<file path="src/rtl/uart_pkg.sv">
// uart_pkg: shared definitions for the buffered UART receiver.
//   rx_state_e        - receive FSM state encoding
//   MIN_DIVIDER       - smallest usable clocks-per-bit value
//   FIFO_DEPTH_MIN/MAX and fifo_depth_legal() - legal receive FIFO sizes
package uart_pkg;

  typedef enum logic [2:0] {
    ST_IDLE      = 3'd0,
    ST_START     = 3'd1,
    ST_DATA      = 3'd2,
    ST_STOP      = 3'd3,
    ST_WAIT_HIGH = 3'd4
  } rx_state_e;

  localparam logic [15:0] MIN_DIVIDER    = 16'd4;
  localparam int          FIFO_DEPTH_MIN = 2;
  localparam int          FIFO_DEPTH_MAX = 16;

  // Depth must be a power of two so pointers wrap for free.
  function automatic bit fifo_depth_legal(input int depth);
    return (depth >= FIFO_DEPTH_MIN) && (depth <= FIFO_DEPTH_MAX) &&
           ((depth & (depth - 1)) == 0);
  endfunction

endpackage

</file>
<file path="src/rtl/byte_fifo.sv">
// byte_fifo: show-ahead byte FIFO.
//   clock, reset_n : clock and asynchronous active-low reset
//   push, din      : write din when not full (or when full and popping)
//   pop            : advance the head; ignored when empty
//   dout           : current head, 0 when empty
//   full, empty    : status
//   count          : number of valid entries, 0..DEPTH
module byte_fifo #(
  parameter int DEPTH = 4
) (
  input  logic       clock,
  input  logic       reset_n,
  input  logic       push,
  input  logic       pop,
  input  logic [7:0] din,
  output logic [7:0] dout,
  output logic       full,
  output logic       empty,
  output logic [4:0] count
);

  localparam int PW = $clog2(DEPTH);

  logic [7:0]    mem_q [DEPTH];
  logic [PW-1:0] wr_ptr_q, wr_ptr_d;
  logic [PW-1:0] rd_ptr_q, rd_ptr_d;
  logic [4:0]    count_q, count_d;
  logic          push_ok;
  logic          pop_ok;

  assign full  = (count_q == 5'(DEPTH));
  assign empty = (count_q == 5'd0);
  assign count = count_q;
  assign dout  = empty ? 8'h00 : mem_q[rd_ptr_q];

  // A push into a full FIFO is accepted only when the head leaves on the
  // same edge; the write then lands in the slot being vacated.
  assign push_ok = push & (~full | pop);
  assign pop_ok  = pop & ~empty;

  always_comb begin
    wr_ptr_d = wr_ptr_q;
    rd_ptr_d = rd_ptr_q;
    count_d  = count_q;
    if (push_ok) wr_ptr_d = wr_ptr_q + 1'b1;
    if (pop_ok)  rd_ptr_d = rd_ptr_q + 1'b1;
    case ({push_ok, pop_ok})
      2'b10:   count_d = count_q + 5'd1;
      2'b01:   count_d = count_q - 5'd1;
      default: count_d = count_q;
    endcase
  end

  always_ff @(posedge clock or negedge reset_n) begin
    if (!reset_n) begin
      wr_ptr_q <= '0;
      rd_ptr_q <= '0;
      count_q  <= 5'd0;
    end else begin
      wr_ptr_q <= wr_ptr_d;
      rd_ptr_q <= rd_ptr_d;
      count_q  <= count_d;
    end
  end

  // Storage needs no reset: dout is forced to 0 while empty.
  always_ff @(posedge clock) begin
    if (push_ok) mem_q[wr_ptr_q] <= din;
  end

endmodule

</file>
<file path="src/rtl/uart_rx_buffered.sv">
// uart_rx_buffered: 8N1 UART receiver with a show-ahead receive FIFO.
//   clock, reset_n  : clock and asynchronous active-low reset
//   clock_divider   : clocks per bit (values below 4 act as 4)
//   rx              : asynchronous serial input, idle high
//   read_en         : pop the FIFO head
//   clear_errors    : clear framing_error and overrun
//   data_out        : FIFO head (0 when empty)
//   data_ready      : FIFO not empty
//   framing_error   : sticky, stop bit sampled low
//   overrun         : sticky, byte dropped on a full FIFO
//   fifo_count      : FIFO occupancy
// Read handshake: data_ready is the valid, read_en the ready; a byte is
// consumed on a clock edge where both are high, and read_en alone does nothing.
// The FSM state is visible as state_q for checkers.
module uart_rx_buffered
  import uart_pkg::*;
#(
  parameter int FIFO_DEPTH = 4
) (
  input  logic        clock,
  input  logic        reset_n,
  input  logic [15:0] clock_divider,
  input  logic        rx,
  input  logic        read_en,
  input  logic        clear_errors,
  output logic [7:0]  data_out,
  output logic        data_ready,
  output logic        framing_error,
  output logic        overrun,
  output logic [4:0]  fifo_count
);

  if (!fifo_depth_legal(FIFO_DEPTH)) begin : g_bad_depth
    $error("uart_rx_buffered: FIFO_DEPTH must be a power of two in 2..16");
  end

  rx_state_e   state_q, state_d;
  logic [15:0] timer_q, timer_d;
  logic [2:0]  bit_idx_q, bit_idx_d;
  logic [7:0]  shift_q, shift_d;
  logic        fe_q, fe_d;
  logic        ov_q, ov_d;
  logic        rx_meta_q, rx_s_q;
  logic [1:0]  settle_q, settle_d;
  logic        armed_q, armed_d;
  logic [15:0] divider_eff;
  logic        expire;
  logic        rx_push;
  logic        fe_set;
  logic        fifo_full;
  logic        fifo_empty;

  assign divider_eff = (clock_divider < MIN_DIVIDER) ? MIN_DIVIDER : clock_divider;
  assign expire      = (timer_q <= 16'd1);

  // After reset the synchronizer holds 1 regardless of the line, so a line
  // that is low across reset release would look like a start bit. Reception
  // is armed only once the settled line has been seen high.
  assign settle_d = (settle_q == 2'd3) ? settle_q : settle_q + 2'd1;
  assign armed_d  = armed_q | ((settle_q == 2'd3) & rx_s_q);

  always_comb begin
    state_d   = state_q;
    timer_d   = (timer_q != 16'd0) ? timer_q - 16'd1 : 16'd0;
    bit_idx_d = bit_idx_q;
    shift_d   = shift_q;
    rx_push   = 1'b0;
    fe_set    = 1'b0;
    case (state_q)
      ST_IDLE: begin
        if (armed_q && !rx_s_q) begin
          state_d = ST_START;
          timer_d = divider_eff >> 1;
        end
      end
      ST_START: begin
        if (expire) begin
          if (!rx_s_q) begin
            state_d   = ST_DATA;
            timer_d   = divider_eff;
            bit_idx_d = 3'd0;
          end else begin
            state_d = ST_IDLE;
          end
        end
      end
      ST_DATA: begin
        if (expire) begin
          shift_d   = {rx_s_q, shift_q[7:1]};
          timer_d   = divider_eff;
          bit_idx_d = bit_idx_q + 3'd1;
          if (bit_idx_q == 3'd7) state_d = ST_STOP;
        end
      end
      ST_STOP: begin
        if (expire) begin
          if (rx_s_q) begin
            rx_push = 1'b1;
            state_d = ST_IDLE;
          end else begin
            fe_set  = 1'b1;
            state_d = ST_WAIT_HIGH;
          end
        end
      end
      ST_WAIT_HIGH: begin
        // A held break stays here, so it can never be read as more frames.
        if (rx_s_q) state_d = ST_IDLE;
      end
      default: state_d = ST_IDLE;
    endcase
  end

  // Set wins over clear. A push into a full FIFO is dropped unless the head
  // is popped on the same edge.
  assign fe_d = fe_set | (fe_q & ~clear_errors);
  assign ov_d = (rx_push & fifo_full & ~read_en) | (ov_q & ~clear_errors);

  always_ff @(posedge clock or negedge reset_n) begin
    if (!reset_n) begin
      rx_meta_q <= 1'b1;
      rx_s_q    <= 1'b1;
      state_q   <= ST_IDLE;
      timer_q   <= 16'd0;
      bit_idx_q <= 3'd0;
      shift_q   <= 8'h00;
      fe_q      <= 1'b0;
      ov_q      <= 1'b0;
      settle_q  <= 2'd0;
      armed_q   <= 1'b0;
    end else begin
      rx_meta_q <= rx;
      rx_s_q    <= rx_meta_q;
      state_q   <= state_d;
      timer_q   <= timer_d;
      bit_idx_q <= bit_idx_d;
      shift_q   <= shift_d;
      fe_q      <= fe_d;
      ov_q      <= ov_d;
      settle_q  <= settle_d;
      armed_q   <= armed_d;
    end
  end

  byte_fifo #(.DEPTH(FIFO_DEPTH)) u_fifo (
    .clock   (clock),
    .reset_n (reset_n),
    .push    (rx_push),
    .pop     (read_en),
    .din     (shift_d),
    .dout    (data_out),
    .full    (fifo_full),
    .empty   (fifo_empty),
    .count   (fifo_count)
  );

  assign data_ready    = ~fifo_empty;
  assign framing_error = fe_q;
  assign overrun       = ov_q;

endmodule

</file>
<file path="config.mk">
export PLATFORM = sky130hd
export DESIGN_NAME = uart_rx_buffered
export DESIGN_NICKNAME = d
export VERILOG_FILES = /design/src/rtl/uart_pkg.sv /design/src/rtl/byte_fifo.sv /design/src/rtl/uart_rx_buffered.sv
export SDC_FILE = /design/constraint.sdc
export NUM_CORES = 1
export LEC_CHECK = 0
export CORE_MARGIN = 2
export CORE_UTILIZATION = 50
export CTS_BUF_LIST = sky130_fd_sc_hd__clkbuf_8 sky130_fd_sc_hd__clkbuf_16
export DETAILED_ROUTE_END_ITERATION = 16
export DONT_BUFFER_PORTS = 1
export PLACE_DENSITY = 0.67
export RECOVER_POWER = 25
export SKIP_CTS_REPAIR_TIMING = 1
export SYNTH_ARGS = -nofsm -noshare
export SYNTH_HDL_FRONTEND = slang
export SYNTH_SLANG_ARGS = --single-unit
</file>
<file path="constraint.sdc">
create_clock -name clock -period 4.22 [get_ports clock]
set_input_delay 0.844 -clock clock [delete_from_list [all_inputs] [get_ports clock]]
set_output_delay 0.844 -clock clock [all_outputs]
set_load 0.02 [all_outputs]
</file>
# Word level (Yosys, flattened, before mapping)
# Memory sizes are Yosys's and may differ from the RTL's.
# Index checks and enable logic that the tools add are counted.
classes:
  magnitude_cmp: 2
  n_eq_ne: 16
  n_addsub: 7
  n_mux: 32
  n_reduce_logical: 9
  bitwise: 15
ops:
  columns: ["op", "n"]
  rows:
  - ["$mux 16", 6]
  - ["$pmux 16 s3", 1]
  - ["$mux 3", 10]
  - ["$mux 8", 3]
  - ["$le 16x1->1 const B", 1]
  - ["$lt 16x3->1 const B", 1]
  - ["$reduce_bool 16->1", 1]
  - ["$sub 16x1->16 const B", 1]
  - ["$pmux 3 s5", 1]
  - ["$ne 2x2->1 const B", 7]
  - ["$pmux 5 s2", 1]
  - ["$mux 1", 8]
  - ["$and 1x1->1", 7]
  - ["$add 2x1->2 const B", 3]
  - ["$eq 3x2->1 const B", 2]
  - ["$eq 3x3->1 const B", 2]
  - ["$pmux 3 s2", 1]
  - ["$reduce_and 6->1", 1]
  - ["$add 5x1->5 const B", 1]
  - ["$eq 5x3->1 const B", 1]
  - ["$logic_not 5->1", 1]
  - ["$sub 5x1->5 const B", 1]
  - ["$eq 2x2->1 const B", 2]
  - ["$not 1->1", 4]
  - ["10 further kinds", 14]
totals:
  reg_bits: 46
  mem_bits_rw: 32
  in_bits: 21
  memories: 1
memory_table:
  columns: ["memory", "words", "width", "rd", "rd_clocked_by_memory_dff", "wr", "line_no", "rtl"]
  rows:
  - ["u_fifo.mem_q", 4, 8, 1, 0, 1, "byte_fifo.sv:24", "logic [7:0] mem_q [DEPTH];"]

# Depth between registers and ports, before layout
depth:
  word_depth: 6
  mapped_depth: 15
  depth_no_buf: 13

# Modules after synthesis
# From an unflattened synthesis, not the netlist that was laid out.
hier_totals:
  hier_cells: 305
  area_unflattened_um2: 3992.6
by_module_without_submodules:
  columns: ["mod", "cells_each", "area_each_um2", "seq_area_each_um2", "n_inst"]
  rows:
  - ["uart_rx_buffered", 190, 2094.5, 928.4, 1]
  - ["byte_fifo", 115, 1898.1, 1186.1, 1]

# Least setup slack after synthesis
# Ideal clock, no wire load.
synth_path:
  kind: "reg-to-reg"
  start: "register timer_q[10]"
  end: "register u_fifo.count_q[4], in the netlist u_fifo.count[4]"
  setup_time_ns: 0.130
  stages_incl_launch_ff: 15
  slack_ns: 1.212
  synth_period_minus_slack_ns: 3.008
  arrival_ns: 2.879
  path_cell_list: "dfrtp_1 nor4_2 o211ai_1 nor4_1 and3_1 buf_2 inv_1 ha_1 clkbuf_1 xor2_1 ha_1 o21a_1 o21ai_0 a21oi_1 xnor2_1"
synth_via:
  elab_chain_cells: 6
synth_rtl:
  columns: ["item", "line_no", "rtl"]
  rows:
  - ["start: declaration", "uart_rx_buffered.sv:38", "logic [15:0] timer_q, timer_d;"]
  - ["start signal: assignment", "uart_rx_buffered.sv:135", "timer_q <= timer_d;"]
  - ["$le 16x1->1 (*)", "uart_rx_buffered.sv:54", "assign expire = (timer_q <= 16'd1);"]
  - ["$mux 1 (*)", "uart_rx_buffered.sv:96", "if (expire) begin"]
  - ["$mux 1 (*)", "uart_rx_buffered.sv:69", "case (state_q)"]
  - ["$and 1x1->1 (*)", "byte_fifo.sv:38", "assign push_ok = push & (~full | pop);"]
  - ["$eq 2x1->1 / $eq 2x2->1 (equally long branches)", "byte_fifo.sv:47", "case ({push_ok, pop_ok})"]
  - ["$pmux 5 s2 / $reduce_bool 2->1 (equally long branches)", null, null]
  - ["end signal: assignment", "byte_fifo.sv:62", "count_q <= count_d;"]
  - ["end: declaration", "byte_fifo.sv:27", "logic [4:0] count_q, count_d;"]
# Mark *: on every way between the ends. The rest lies on a longest branch, timed or not.
# A chain may end at the register's enable or synchronous reset.

# Worst setup path after layout
layout_path:
  start: "register timer_q[4]"
  end: "register u_fifo.count_q[4], in the netlist u_fifo.count[4]"
# Same word-level chain as after synthesis.

==> qor.csv <==
stage,metric,value,unit
clock_tree,cts_tree,yes,
logic_synthesis,ys_ff_latch,78,
place,place_inst,385,
place,dp_hpwl,4.56,mm
die,io_pins,37,
drt,wirelength,6.69,mm
job,max_cap_violations,0,
grt,first_global_vias,2348,
drt,drc_errors,0,
logic_synthesis,synthArstFlopShare,0.590,
die,rows,31,
drt,vias,2250,
grt,grt_max_degree,47,
logic_synthesis,synth.avg_cell_area,12.6,µm²
sta,setup_violations,0,
final_layout,layout_commonest_cell,dfrtp_1,
pwr,seq_power_share,0.562,
sta,max_clock_freq,290,MHz
pwr,p_sw,491,µW
logic_synthesis,synth_area_leaders,"dfrtp_1 (29%), edfxtp_1 (26%), mux4_2 (4.8%)",
logic_synthesis,synth-edff-count,32,
logic_synthesis,syn_area,3750,µm²
grt,grt.total_usage,0.181,
final_layout,final_cell_mix,"dfrtp_1 (44), edfxtp_1 (32), o21ai_0 (19)",
clock_tree,cts.sink_count,78,
pwr,leakage,0.00143,µW
final_layout,nets,332,
logic_synthesis,ys_seq_area_frac,0.564,
die,core-area,7250,µm²
die,initial_utilization,0.517,
sta,fin_tns_setup,0,ps
clock_tree,clock_latency,360,ps
final_layout,finalNonFillerCells,401,
sta,tightest_slew,746,ps
drt,dr.first_iter.drc_count,99,
worst_setup_path,arrival,3680,ps
clock_tree,cts_buffer_depth,2,
drt,wire_per_inst,16.7,µm
drt,firstDrtPassIters,4,
worst_setup_path,critPathKind,register to register,
logic_synthesis,syn_inst,298,
sta,finalWorstPathRequiredPeriod,3450,ps
worst_setup_path,reg2reg_from,timer_q[4]$_DFF_PN0_,
worst_setup_path,reg2reg_depth,12,
pwr,vdd_drop_max,0.265,mV
sta,finClkSkew,10.6,ps
clock_tree,clockRootBuffer,clkbuf_8,
grt,antenna_found_initial,0,
final_layout,drive_above_1_share,0.149,
pwr,p_clk_frac,0.316,
sta,final_hold_viol_count,0,
pwr,comb_power_share,0.121,
drt,routed_via_density,5.61,
sta,grt_setup_unrepaired,false,
drt,drtAntennaViolNets,0,
pwr,intPower,1180,µW
final_layout,filler_cell_count,634,
grt,grt_remaining_overflow,0,
worst_setup_path,worstReg2RegEnd,u_fifo.count[4]$_DFFE_PN0P_,
pwr,power_density,416,nW/µm²
place,place.gp.congestion,0.845,
logic_synthesis,synthFlopType,dfrtp_1,
logic_synthesis,syn_nets,333,
sta,fin_crit_sh,0.817,
logic_synthesis,ys_types,45,
logic_synthesis,netlist.area_leader.share,0.294,
clock_tree,clk_pin_slew,90,ps
clock_tree,cts_made_buffers,9,
final_layout,final_core_util,0.554,
die,die-area,8210,µm²
worst_setup_path,crit_required,4460,ps
worst_setup_path,crit_start,timer_q[4]$_DFF_PN0_,
place,io_buffers,0,
logic_synthesis,yosysWarnings,0,
clock_tree,h-tree-depth,3,
logic_synthesis,synth.largest_area_cell,dfrtp_1,
die,fp.dieH,90.6,µm
sta,slew_viol_final,0,
worst_setup_path,crit_path_start_kind,register,
status,status,"finished, final reports clean",
worst_setup_path,crit_path_end,u_fifo.count[4]$_DFFE_PN0P_,
worst_setup_path,crit_fanout,8,
grt,grt_pass1_wl,11.5,mm
worst_hold_path,hp-class,primary input to async pin,
worst_setup_path,cp-end-kind,register,
sta,hold_slack,173,ps
worst_setup_path,rrSetupSlack,770,ps
sta,slew_headroom,0.502,
final_layout,area_growth,7.07,%
pwr,p_sw_frac,0.294,
die,fp.dieW,90.6,µm
final_layout,antenna_cells,0,
-- state kept, by name, summed over array words and instances (netlist names) --
| register | cells |
|---|---|
| armed_q | 1 |
| bit_idx_q | 3 |
| framing_error | 1 |
| overrun | 1 |
| rx_meta_q | 1 |
| rx_s_q | 1 |
| settle_q | 2 |
| shift_q | 8 |
| state_q | 3 |
| timer_q | 16 |
| u_fifo.count | 5 |
| u_fifo.mem_q | 32 |
| u_fifo.rd_ptr_q | 2 |
| u_fifo.wr_ptr_q | 2 |
-- how the worst min path moves through the flow --
stage	startpoint	to	slack [ps]	depth (start not counted)
floorplan	rx_meta_q$_DFF_PN1_	rx_s_q$_DFF_PN1_	350	0
global placement	rx_meta_q$_DFF_PN1_	rx_s_q$_DFF_PN1_	350	0
detailed placement	rx_meta_q$_DFF_PN1_	rx_s_q$_DFF_PN1_	350	0
CTS	reset_n	timer_q[13]$_DFF_PN0_	150	0
global route	reset_n	timer_q[13]$_DFF_PN0_	150	0
finish	reset_n	timer_q[9]$_DFF_PN0_	170	0
-- per-stage QoR --
| stage | total power, µW | cell area [µm²] | setup WS [ps] |
|---|---|---|---|
| after floorplan | 1100 | 3750 | 1210 |
| after global placement | 1150 | 3830 | 972 |
| after detailed placement | 1160 | 3830 | 833 |
| after CTS | 1690 | 4020 | 790 |
| after global routing | 1760 | 4020 | 314 |
| final | 1670 | 4020 | 773 |
-- layer usage --
layer | share of wire | GRT usage
met5 | 0 | 0
met4 | 0.017 | 0.0808
met3 | 0.032 | 0.0359
met2 | 0.51 | 0.294
met1 | 0.44 | 0.237
-- power groups by stage --
stage,Sequential (µW),Clock (µW),Combinational [µW]
4_1_cts,940,544,204
5_1_grt,953,577,230
2_1_floorplan,936,0,164
3_3_place_gp,948,0,201
6_report,939,529,203
3_5_place_dp,956,0,201
-- cells in the mapped netlist (6+ instances only) --
cell / instances
nor2_1: 12
ha_1: 14
mux2_2: 10
mux4_2: 8
clkbuf_1: 11
a22oi_1: 14
xor2_1: 11
xnor2_1: 13
dfrtp_1: 44
o21ai_0: 19
inv_1: 9
nand2b_1: 6
a21oi_1: 6
nand2_1: 13
edfxtp_1: 32
nor3_1: 6
nor4_1: 11
and2_1: 13
-- worst max-delay path, cell delays in order, from the launching register on --
cell and delay [ps]:
dfrtp_1 460, nor4_1 560, nand2_1 270, nor4_1 360
and3_1 340, inv_1 90, ha_1 310, xor2_1 180
ha_1 220, o21a_1 170, o21ai_0 140, a21oi_1 100
xnor2_1 130
-- logic make-up after synthesis --
group                    after synthesis  synth area share
adder cells (fa/ha/maj)               14            0.0467
flip-flops                            78             0.564
AO/OA/AOI/OAI                         54            0.0931
multiplexers                          20            0.0834
buffers and inverters                 23            0.0254
XOR/XNOR                              24            0.0561
AND/OR/NAND/NOR                       85             0.131
-- final cells by class --
type                    instances  area [µm²]  share of cell area
inverters                       9        33.8             0.00841
clock inverters                 7        63.8              0.0159
multi-input cells             197        1540               0.384
clock buffers                   9         124              0.0309
flip-flops and latches         78        2110               0.527
repair buffers                  2        15.0             0.00374
well taps                      99         124              0.0309
Power figures use the tool's default switching activity.
